<file path="src/rtl/dmem_arbiter.sv">
// -----------------------------------------------------------------------------
// dmem_arbiter
//
// Shares one single-port data memory between two requesters:
//   port 0 : core load/store stage
//   port 1 : debug / DMA port
//
// The memory has a synchronous read (data appears on mem_rd the cycle after
// the address is presented) and a byte-enabled write. Read and write are
// mutually exclusive in a cycle, so one request is accepted per cycle at
// most.
//
// Arbitration is round-robin between the two ports. A requester can hold the
// grant across several requests (for an atomic read-modify-write) by setting
// req_lock. While a lock is held, the other port is never granted, even when
// the lock owner is idle. The owner releases the lock by issuing a request
// with req_lock=0.
//
// Every accepted request produces exactly one response, one cycle after the
// accept, on the port that issued it. A read returns mem_rd. A write returns
// an ack with rdata=0. Responses have no backpressure.
//
// Ports (pN_* exists for N = 0 and 1):
//   clk            clock, rising edge
//   rst_n          asynchronous active-low reset
//   pN_req_valid   request valid
//   pN_req_ready   request accepted this cycle (valid && ready = accept)
//   pN_req_we      1 = write, 0 = read
//   pN_req_be      write byte enables (XLEN/8 bits)
//   pN_req_addr    word address
//   pN_req_wdata   write data
//   pN_req_lock    keep the grant on this port after this request
//   pN_rsp_valid   response valid (read data or write ack)
//   pN_rsp_rdata   read data, 0 for a write ack or when no response
//   mem_we         memory write enable
//   mem_be         memory byte enables
//   mem_addr       memory word address
//   mem_wd         memory write data
//   mem_rd         memory read data (registered inside the memory)
// -----------------------------------------------------------------------------
module dmem_arbiter #(
    parameter int XLEN       = 32,
    parameter int ADDR_WIDTH = 8
) (
    input  logic                  clk,
    input  logic                  rst_n,

    // Port 0: core load/store
    input  logic                  p0_req_valid,
    output logic                  p0_req_ready,
    input  logic                  p0_req_we,
    input  logic [XLEN/8-1:0]     p0_req_be,
    input  logic [ADDR_WIDTH-1:0] p0_req_addr,
    input  logic [XLEN-1:0]       p0_req_wdata,
    input  logic                  p0_req_lock,
    output logic                  p0_rsp_valid,
    output logic [XLEN-1:0]       p0_rsp_rdata,

    // Port 1: debug / DMA
    input  logic                  p1_req_valid,
    output logic                  p1_req_ready,
    input  logic                  p1_req_we,
    input  logic [XLEN/8-1:0]     p1_req_be,
    input  logic [ADDR_WIDTH-1:0] p1_req_addr,
    input  logic [XLEN-1:0]       p1_req_wdata,
    input  logic                  p1_req_lock,
    output logic                  p1_rsp_valid,
    output logic [XLEN-1:0]       p1_rsp_rdata,

    // Memory pins
    output logic                  mem_we,
    output logic [XLEN/8-1:0]     mem_be,
    output logic [ADDR_WIDTH-1:0] mem_addr,
    output logic [XLEN-1:0]       mem_wd,
    input  logic [XLEN-1:0]       mem_rd
);

    typedef enum logic {
        PORT0 = 1'b0,
        PORT1 = 1'b1
    } port_e;

    // -------------------------------------------------------------------------
    // State
    // -------------------------------------------------------------------------
    port_e r_rr_last;      // port granted by the most recent accept
    logic  r_lock_active;  // a lock is held
    port_e r_lock_owner;   // port holding the lock
    logic  r_rsp_pend;     // a response is due this cycle
    port_e r_rsp_port;     // port the due response belongs to
    logic  r_rsp_is_wr;    // due response is a write ack

    // -------------------------------------------------------------------------
    // Grant
    // -------------------------------------------------------------------------
    logic  w_grant_valid;
    port_e w_grant_port;

    always_comb begin
        // NOTE: every combinational output gets a default before any branch,
        // so no path leaves it unassigned and no latch is inferred.
        w_grant_valid = 1'b0;
        w_grant_port  = PORT0;

        if (r_lock_active) begin
            // Only the owner may be granted; the other port waits even if the
            // owner is idle this cycle.
            w_grant_port  = r_lock_owner;
            w_grant_valid = (r_lock_owner == PORT0) ? p0_req_valid : p1_req_valid;
        end else if (p0_req_valid && p1_req_valid) begin
            // Contention: favour the port that did not win last time.
            w_grant_valid = 1'b1;
            w_grant_port  = (r_rr_last == PORT0) ? PORT1 : PORT0;
        end else if (p0_req_valid) begin
            w_grant_valid = 1'b1;
            w_grant_port  = PORT0;
        end else if (p1_req_valid) begin
            w_grant_valid = 1'b1;
            w_grant_port  = PORT1;
        end
    end

    // A grant is only ever given to a valid port, so grant == accept.
    logic w_accept;
    assign w_accept     = w_grant_valid;
    assign p0_req_ready = w_grant_valid && (w_grant_port == PORT0);
    assign p1_req_ready = w_grant_valid && (w_grant_port == PORT1);

    // -------------------------------------------------------------------------
    // Memory request mux
    // -------------------------------------------------------------------------
    logic w_acc_we;    // accepted request is a write
    logic w_acc_lock;  // accepted request asks to keep the lock

    always_comb begin
        // With no grant the pins sit at zero, which is a harmless read of
        // address 0.
        mem_we     = 1'b0;
        mem_be     = '0;
        mem_addr   = '0;
        mem_wd     = '0;
        w_acc_we   = 1'b0;
        w_acc_lock = 1'b0;

        if (w_grant_valid) begin
            if (w_grant_port == PORT0) begin
                mem_we     = p0_req_we;
                mem_be     = p0_req_we ? p0_req_be : '0;
                mem_addr   = p0_req_addr;
                mem_wd     = p0_req_we ? p0_req_wdata : '0;
                w_acc_we   = p0_req_we;
                w_acc_lock = p0_req_lock;
            end else begin
                mem_we     = p1_req_we;
                mem_be     = p1_req_we ? p1_req_be : '0;
                mem_addr   = p1_req_addr;
                mem_wd     = p1_req_we ? p1_req_wdata : '0;
                w_acc_we   = p1_req_we;
                w_acc_lock = p1_req_lock;
            end
        end
    end

    // -------------------------------------------------------------------------
    // Arbitration, lock and response-tracking state
    // -------------------------------------------------------------------------
    always_ff @(posedge clk or negedge rst_n) begin
        if (!rst_n) begin
            r_rr_last     <= PORT0;
            r_lock_active <= 1'b0;
            r_lock_owner  <= PORT0;
            r_rsp_pend    <= 1'b0;
            r_rsp_port    <= PORT0;
            r_rsp_is_wr   <= 1'b0;
        end else begin
            // NOTE: sequential state uses non-blocking assignments so every
            // register samples the pre-edge values of the others.
            // The response trackers follow the accept one cycle later and
            // clear on idle cycles.
            r_rsp_pend  <= w_accept;
            r_rsp_port  <= w_accept ? w_grant_port : PORT0;
            r_rsp_is_wr <= w_accept && w_acc_we;

            if (w_accept) begin
                r_rr_last <= w_grant_port;

                if (w_acc_lock) begin
                    r_lock_active <= 1'b1;
                    r_lock_owner  <= w_grant_port;
                end else if (r_lock_active && (w_grant_port == r_lock_owner)) begin
                    // The owner's unlocked request ends the locked sequence.
                    r_lock_active <= 1'b0;
                end
            end
        end
    end

    // -------------------------------------------------------------------------
    // Response routing
    // -------------------------------------------------------------------------
    logic [XLEN-1:0] w_rsp_rdata;

    // Write acks carry zero. Read data comes straight from the memory's
    // output register, which was loaded on the accept edge.
    assign w_rsp_rdata  = (r_rsp_pend && !r_rsp_is_wr) ? mem_rd : '0;

    assign p0_rsp_valid = r_rsp_pend && (r_rsp_port == PORT0);
    assign p1_rsp_valid = r_rsp_pend && (r_rsp_port == PORT1);
    assign p0_rsp_rdata = p0_rsp_valid ? w_rsp_rdata : '0;
    assign p1_rsp_rdata = p1_rsp_valid ? w_rsp_rdata : '0;

endmodule
</file>
<file path="config.mk">
export PLATFORM = sky130hd
export DESIGN_NAME = dmem_arbiter
export DESIGN_NICKNAME = d
export VERILOG_FILES = /design/src/rtl/dmem_arbiter.sv
export SDC_FILE = /design/constraint.sdc
export NUM_CORES = 1
export LEC_CHECK = 0
export CORE_AREA = 2 2 92 94
export DETAILED_ROUTE_END_ITERATION = 6
export DIE_AREA = 0 0 94 96
export PLACE_DENSITY = 0.7
export SETUP_SLACK_MARGIN = 0.4
export SYNTH_ARGS = -nofsm -noshare
export SYNTH_HDL_FRONTEND = slang
export SYNTH_SLANG_ARGS = --single-unit
</file>
<file path="constraint.sdc">
create_clock -name clk -period 1.56 [get_ports clk]
set_input_delay 0.312 -clock clk [delete_from_list [all_inputs] [get_ports clk]]
set_output_delay 0.312 -clock clk [all_outputs]
set_load 0.005 [all_outputs]
</file>
After elaboration in Yosys (flattened, before gate mapping)
Cells that the tools add are included.
W data, S select, Z words.
{ "classes": {"eq_ne": 1, "muxes": 29, "bitwise_logic": 2, "n_reduce_logical": 12} }
{ "ops": {"columns": ["op", "count"], "rows": [
  ["$mux W32", 7],
  ["$mux W1", 16],
  ["$mux W4", 4],
  ["$mux W8", 2],
  ["$logic_and A1 B1 Y1", 8],
  ["$reduce_and A2 Y1", 2],
  ["$not A1 Y1", 2],
  ["$reduce_bool A2 Y1", 1],
  ["$eq A1 B1 Y1", 1],
  ["$logic_not A1 Y1", 1]
]} }
{ "word_totals": {"ff_bits": 6, "input_bits": 128, "out_inout_bits": 113} }

Depth between registers and ports, before layout
Gate-level depths: netlist (run 1).
{ "logic_depth": {"depth_word": 8, "mapped_depth": 6, "mapped_depth_nobuf": 3} }

Least setup slack after synthesis (run 1)
OpenSTA, ideal clock, no wires.
{ "synth_path": {"kind": "register to output", "from": "register r_lock_active", "to": "output mem_be[0]", "arrival_ns": 1.332, "required_ns": 1.248, "setup_slack_ns": -0.084, "stages_incl_launch_ff": 6, "n_path_buf": 2, "cell_sequence": "dfrtp_1 -> buf_4 -> and3b_1 -> nor3_4 -> buf_6 -> a22o_1"} }
{ "synth_between": {"elab_chain_cells": 3, "elab_cells_between_ends": 4} }
{ "synth_rtl": {"columns": ["item", "line_no", "rtl"], "rows": [
  ["from (decl)", "87", "logic r_lock_active;"],
  ["from (signal assigned)", "170", "r_lock_active <= 1'b0;"],
  ["from (signal assigned)", "188", "r_lock_active <= 1'b1;"],
  ["from (signal assigned)", "192", "r_lock_active <= 1'b0;"],
  ["$mux W1", "105", "if (r_lock_active) begin"],
  ["$mux W4", "146", "if (w_grant_port == PORT0) begin"],
  ["$mux W4 *", "145", "if (w_grant_valid) begin"],
  ["to (decl)", "72", "output logic [XLEN/8-1:0] mem_be,"]
]} }
Mark *: on every way between the ends. The rest lies on a longest branch, timed or not.

Worst setup path after layout (run 1)
{ "layout_path": {"from": "register r_lock_active", "to": "output mem_addr[2]"} }
{ "layout_between": {"elab_chain_cells": 3, "elab_cells_between_ends": 4} }
{ "layout_rtl": {"columns": ["item", "line_no", "rtl"], "rows": [
  ["$mux W1", "105", null],
  ["$mux W8", "146", null],
  ["$mux W8 *", "145", null],
  ["to (decl)", "73", "output logic [ADDR_WIDTH-1:0] mem_addr,"]
]} }
Marks and branches as above.

==> out/qor.yml, run 1 <==
final_layout:
  syn2layout_area_growth_pct: 288.2
  final_core_util: 0.6058
  fill_cells: 661
  diodes: 0
  final_nets: 601
  layout-drive-gt1-share: 0.5796
  postLayoutCellArea_sq_um: 4877
die:
  die_w_um: 94
  rows: 33
  start_util: 0.1560
  die_h_um: 96
  io_pins: 241
  coreArea_sq_um: 8051
  dieArea_sq_um: 9024
routing:
  drt_iter0_markers: 31
  ant_nets: 0
  routed_wirelength_um: 9658
  drc: 0
  wire_per_inst_um: 16.77
  vias: 2578
  drt-pass1-iter-count: 4
  via_per_inst: 4.476
global_routing:
  grt_max_degree: 26
  grt_busiest_layer: "met2"
  grt_pass1_wl_um: 12620
  grt.met1_usage: 0.1871
  grt_use_met2: 0.3375
  grt_use_met3: 0.04933
  antenna_found_initial: 0
  grt_pass1_vias: 2549
  grt_usage: 0.1747
  overflow: 0
setup_path:
  critPathRequiredTime_ns: 1.25
  endpoint_kind: "output port"
  slowest_delay_ns: 0.44
  crit_top_cell: "buf_6"
  path_max_fanout: 5
  r2r_setup_slack_ns: -0.24
  path_cells: "and3b_2 > buf_6 > nor3_4 > buf_4 > buf_6 > buf_16 > a22o_1 > buf_2"
  start_kind: "register"
  arrival_ns: 1.79
  worstSetupPathType: "reg2out"
  critPathTopFamily: "buffers and inverters"
  slowest_stage: "dfrtp_2"
  path_buf_inv: 5
synth:
  synth_area_sq_um: 1256
  async_flop_share: 1.000
  synth.avg_cell_area_sq_um: 7.901
  synth-main-ff-cell: "dfrtp_1"
  ys_ff_latch: 6
  syn_nets: 287
  yosysTopAreaCellShare: 0.3287
  yosys-top-cells-area: "and2_1, a22o_1, dfrtp_1"
  syn_inst: 159
  yosys-top-cells-count: "and2_1, a22o_1, buf_6, clkbuf_1, dfrtp_1"
  seq_area_frac_synth: 0.1195
  synth_edf_count: 0
  synth_cell_types: 24
  ys_warn_count: 0
  synth.most_common_cell: "and2_1"
  synth_top_cell_by_area: "and2_1"
power_and_ir_drop:
  ir_worst_vdd_mv: 0.4969
  p_switching_mw: 1.655
  pwr-share-comb: 0.891
  p_int_mw: 3.493
  p_leak_nw: 2.352
  finalPower_mw: 5.147
  p_per_area_nw_per_um2: 1055
  p_clk_frac: 0.047
  switching_share: 0.3215
  seqPwrFrac: 0.062
flow_run:
  maxCapViolCount: 0
cts:
  clk_pin_slew_ns: 0.04
  clk_latency_ns: 0.23
  cts_sinks: 6
  cts_hold_buf: 0
  cts.path.max_buffers: 2
  numCtsBuffers: 3
  cts_max_level: 1
  cts-root-buf: "clkbuf_8"
  cts_tree: "yes"
placed_design:
  gp_congestion: 0.8156
  post_dp_cell_area_sq_um: 3931
  dp_slack_ns: -0.9221
  io_buffer_count: 240
  hpwlAfterDp_um: 6133
status:
  status: "finished, violations left"
  violations: "setup timing"
timing:
  fin_tns_setup_ns: -41.95
  max_freq_mhz: 475.0
  setup_ws_ns: -0.5452
  tightest_slew_ns: 0.3150
  relSlewSlack: 0.7894
  setup_viol: 114
  period_share: 1.350
  fin_worst_skew_ns: 0.01155
  period_minus_slack_ns: 2.105
  grt_setup_unrepaired: "yes"
  drv_slew: 0
  final_hold_viol_count: 0
hold_path:
  holdCritPathClass: "in2async"
==> power groups by stage <==
stage / combinational [mW] / sequential [mW] / clock, mW
2_1_floorplan: 1.27 / 0.276 / 0
5_1_grt: 4.87 / 0.331 / 0.254
6_report: 4.59 / 0.318 / 0.242
3_5_place_dp: 2.93 / 0.314 / 0
4_1_cts: 3.67 / 0.316 / 0.244
3_3_place_gp: 2.91 / 0.313 / 0
==> cell families after synthesis <==
kind of cell | Yosys count | share of synthesized area
multiplexers | 1 | 0.007968
AND/OR/NAND/NOR | 82 | 0.4144
flip-flops | 6 | 0.1195
AO/OA/AOI/OAI | 53 | 0.3626
buffers and inverters | 17 | 0.09562
==> final timing paths <==
| path | from | cells after the start | end |
|---|---|---|---|
| max | r_lock_active | 8 | mem_addr[2] |
| min in group clk | r_lock_active | 2 | r_rsp_pend |
| min reg2reg | r_lock_active | 2 | r_rsp_pend |
| max in group asynchronous | rst_n | 1 | r_lock_owner |
| max reg2reg | r_lock_active | 9 | r_lock_owner |
| min | rst_n | 1 | r_rsp_is_wr |
==> metal layers <==
metal,wire length (um),vias up,part of all wire
li1,-,1207,-
met1,3412,1201,0.35
met2,5283,160,0.55
met3,817,10,0.085
met4,145,0,0.015
met5,0,-,0
==> what timing repair did <==
| item | CTS | global route |
|---|---|---|
| pin swaps | 26 | 23 |
| endpoints found under the setup margin | 119 | 118 |
| endpoints found under the hold margin | 0 | 0 |
| setup buffers | 36 | 16 |
| gates resized for setup | 409 | 172 |
| gates cloned | 8 | 8 |
==> registers in the layout (all words and copies together), names as in the netlist <==
register	flops
r_lock_active	1
r_lock_owner	1
r_rr_last	1
r_rsp_is_wr	1
r_rsp_pend	1
r_rsp_port	1
==> cell type report <==
type	instances	area, sq um	share of cell area
multi-input cells	136	1191	0.2442
well taps	105	131.4	0.02694
repair buffers	324	3353	0.6875
clock buffers	3	41.29	0.008466
inverters	2	7.507	0.001539
flip-flops and latches	6	152.6	0.03130
==> cell usage in the layout, fill, tap and decap left out, types with 3 or more instances in the layout <==
cell,instances
a22o_1,46
buf_16,7
buf_12,6
nor2b_1,3
dfrtp_1,4
buf_4,19
and2_4,61
clkbuf_8,3
nand2_1,3
clkbuf_16,6
clkdlybuf4s50_1,125
buf_6,106
buf_2,45
and2_1,5
clkbuf_2,6
==> through the flow <==
stage                     hold WS [ns]  std cells
after floorplan                0.01641        159
after global placement          0.6072        505
after detailed placement        0.5966        505
after CTS                       0.3548        552
after global routing            0.3756        576
final                           0.3411        576
No activity file was read; power rests on OpenSTA's default activity.
==> run 2, diff against run 1 <==
--- a/config.mk
+++ b/config.mk
@@ -10,6 +10,7 @@
 export DIE_AREA = 0 0 94 96
 export PLACE_DENSITY = 0.7
 export SETUP_SLACK_MARGIN = 0.4
+export SLEW_MARGIN = 20
 export SYNTH_ARGS = -nofsm -noshare
 export SYNTH_HDL_FRONTEND = slang
 export SYNTH_SLANG_ARGS = --single-unit
==> results of run 2 <==
The final DEF is identical to that of run 1; final timing and power are the same.
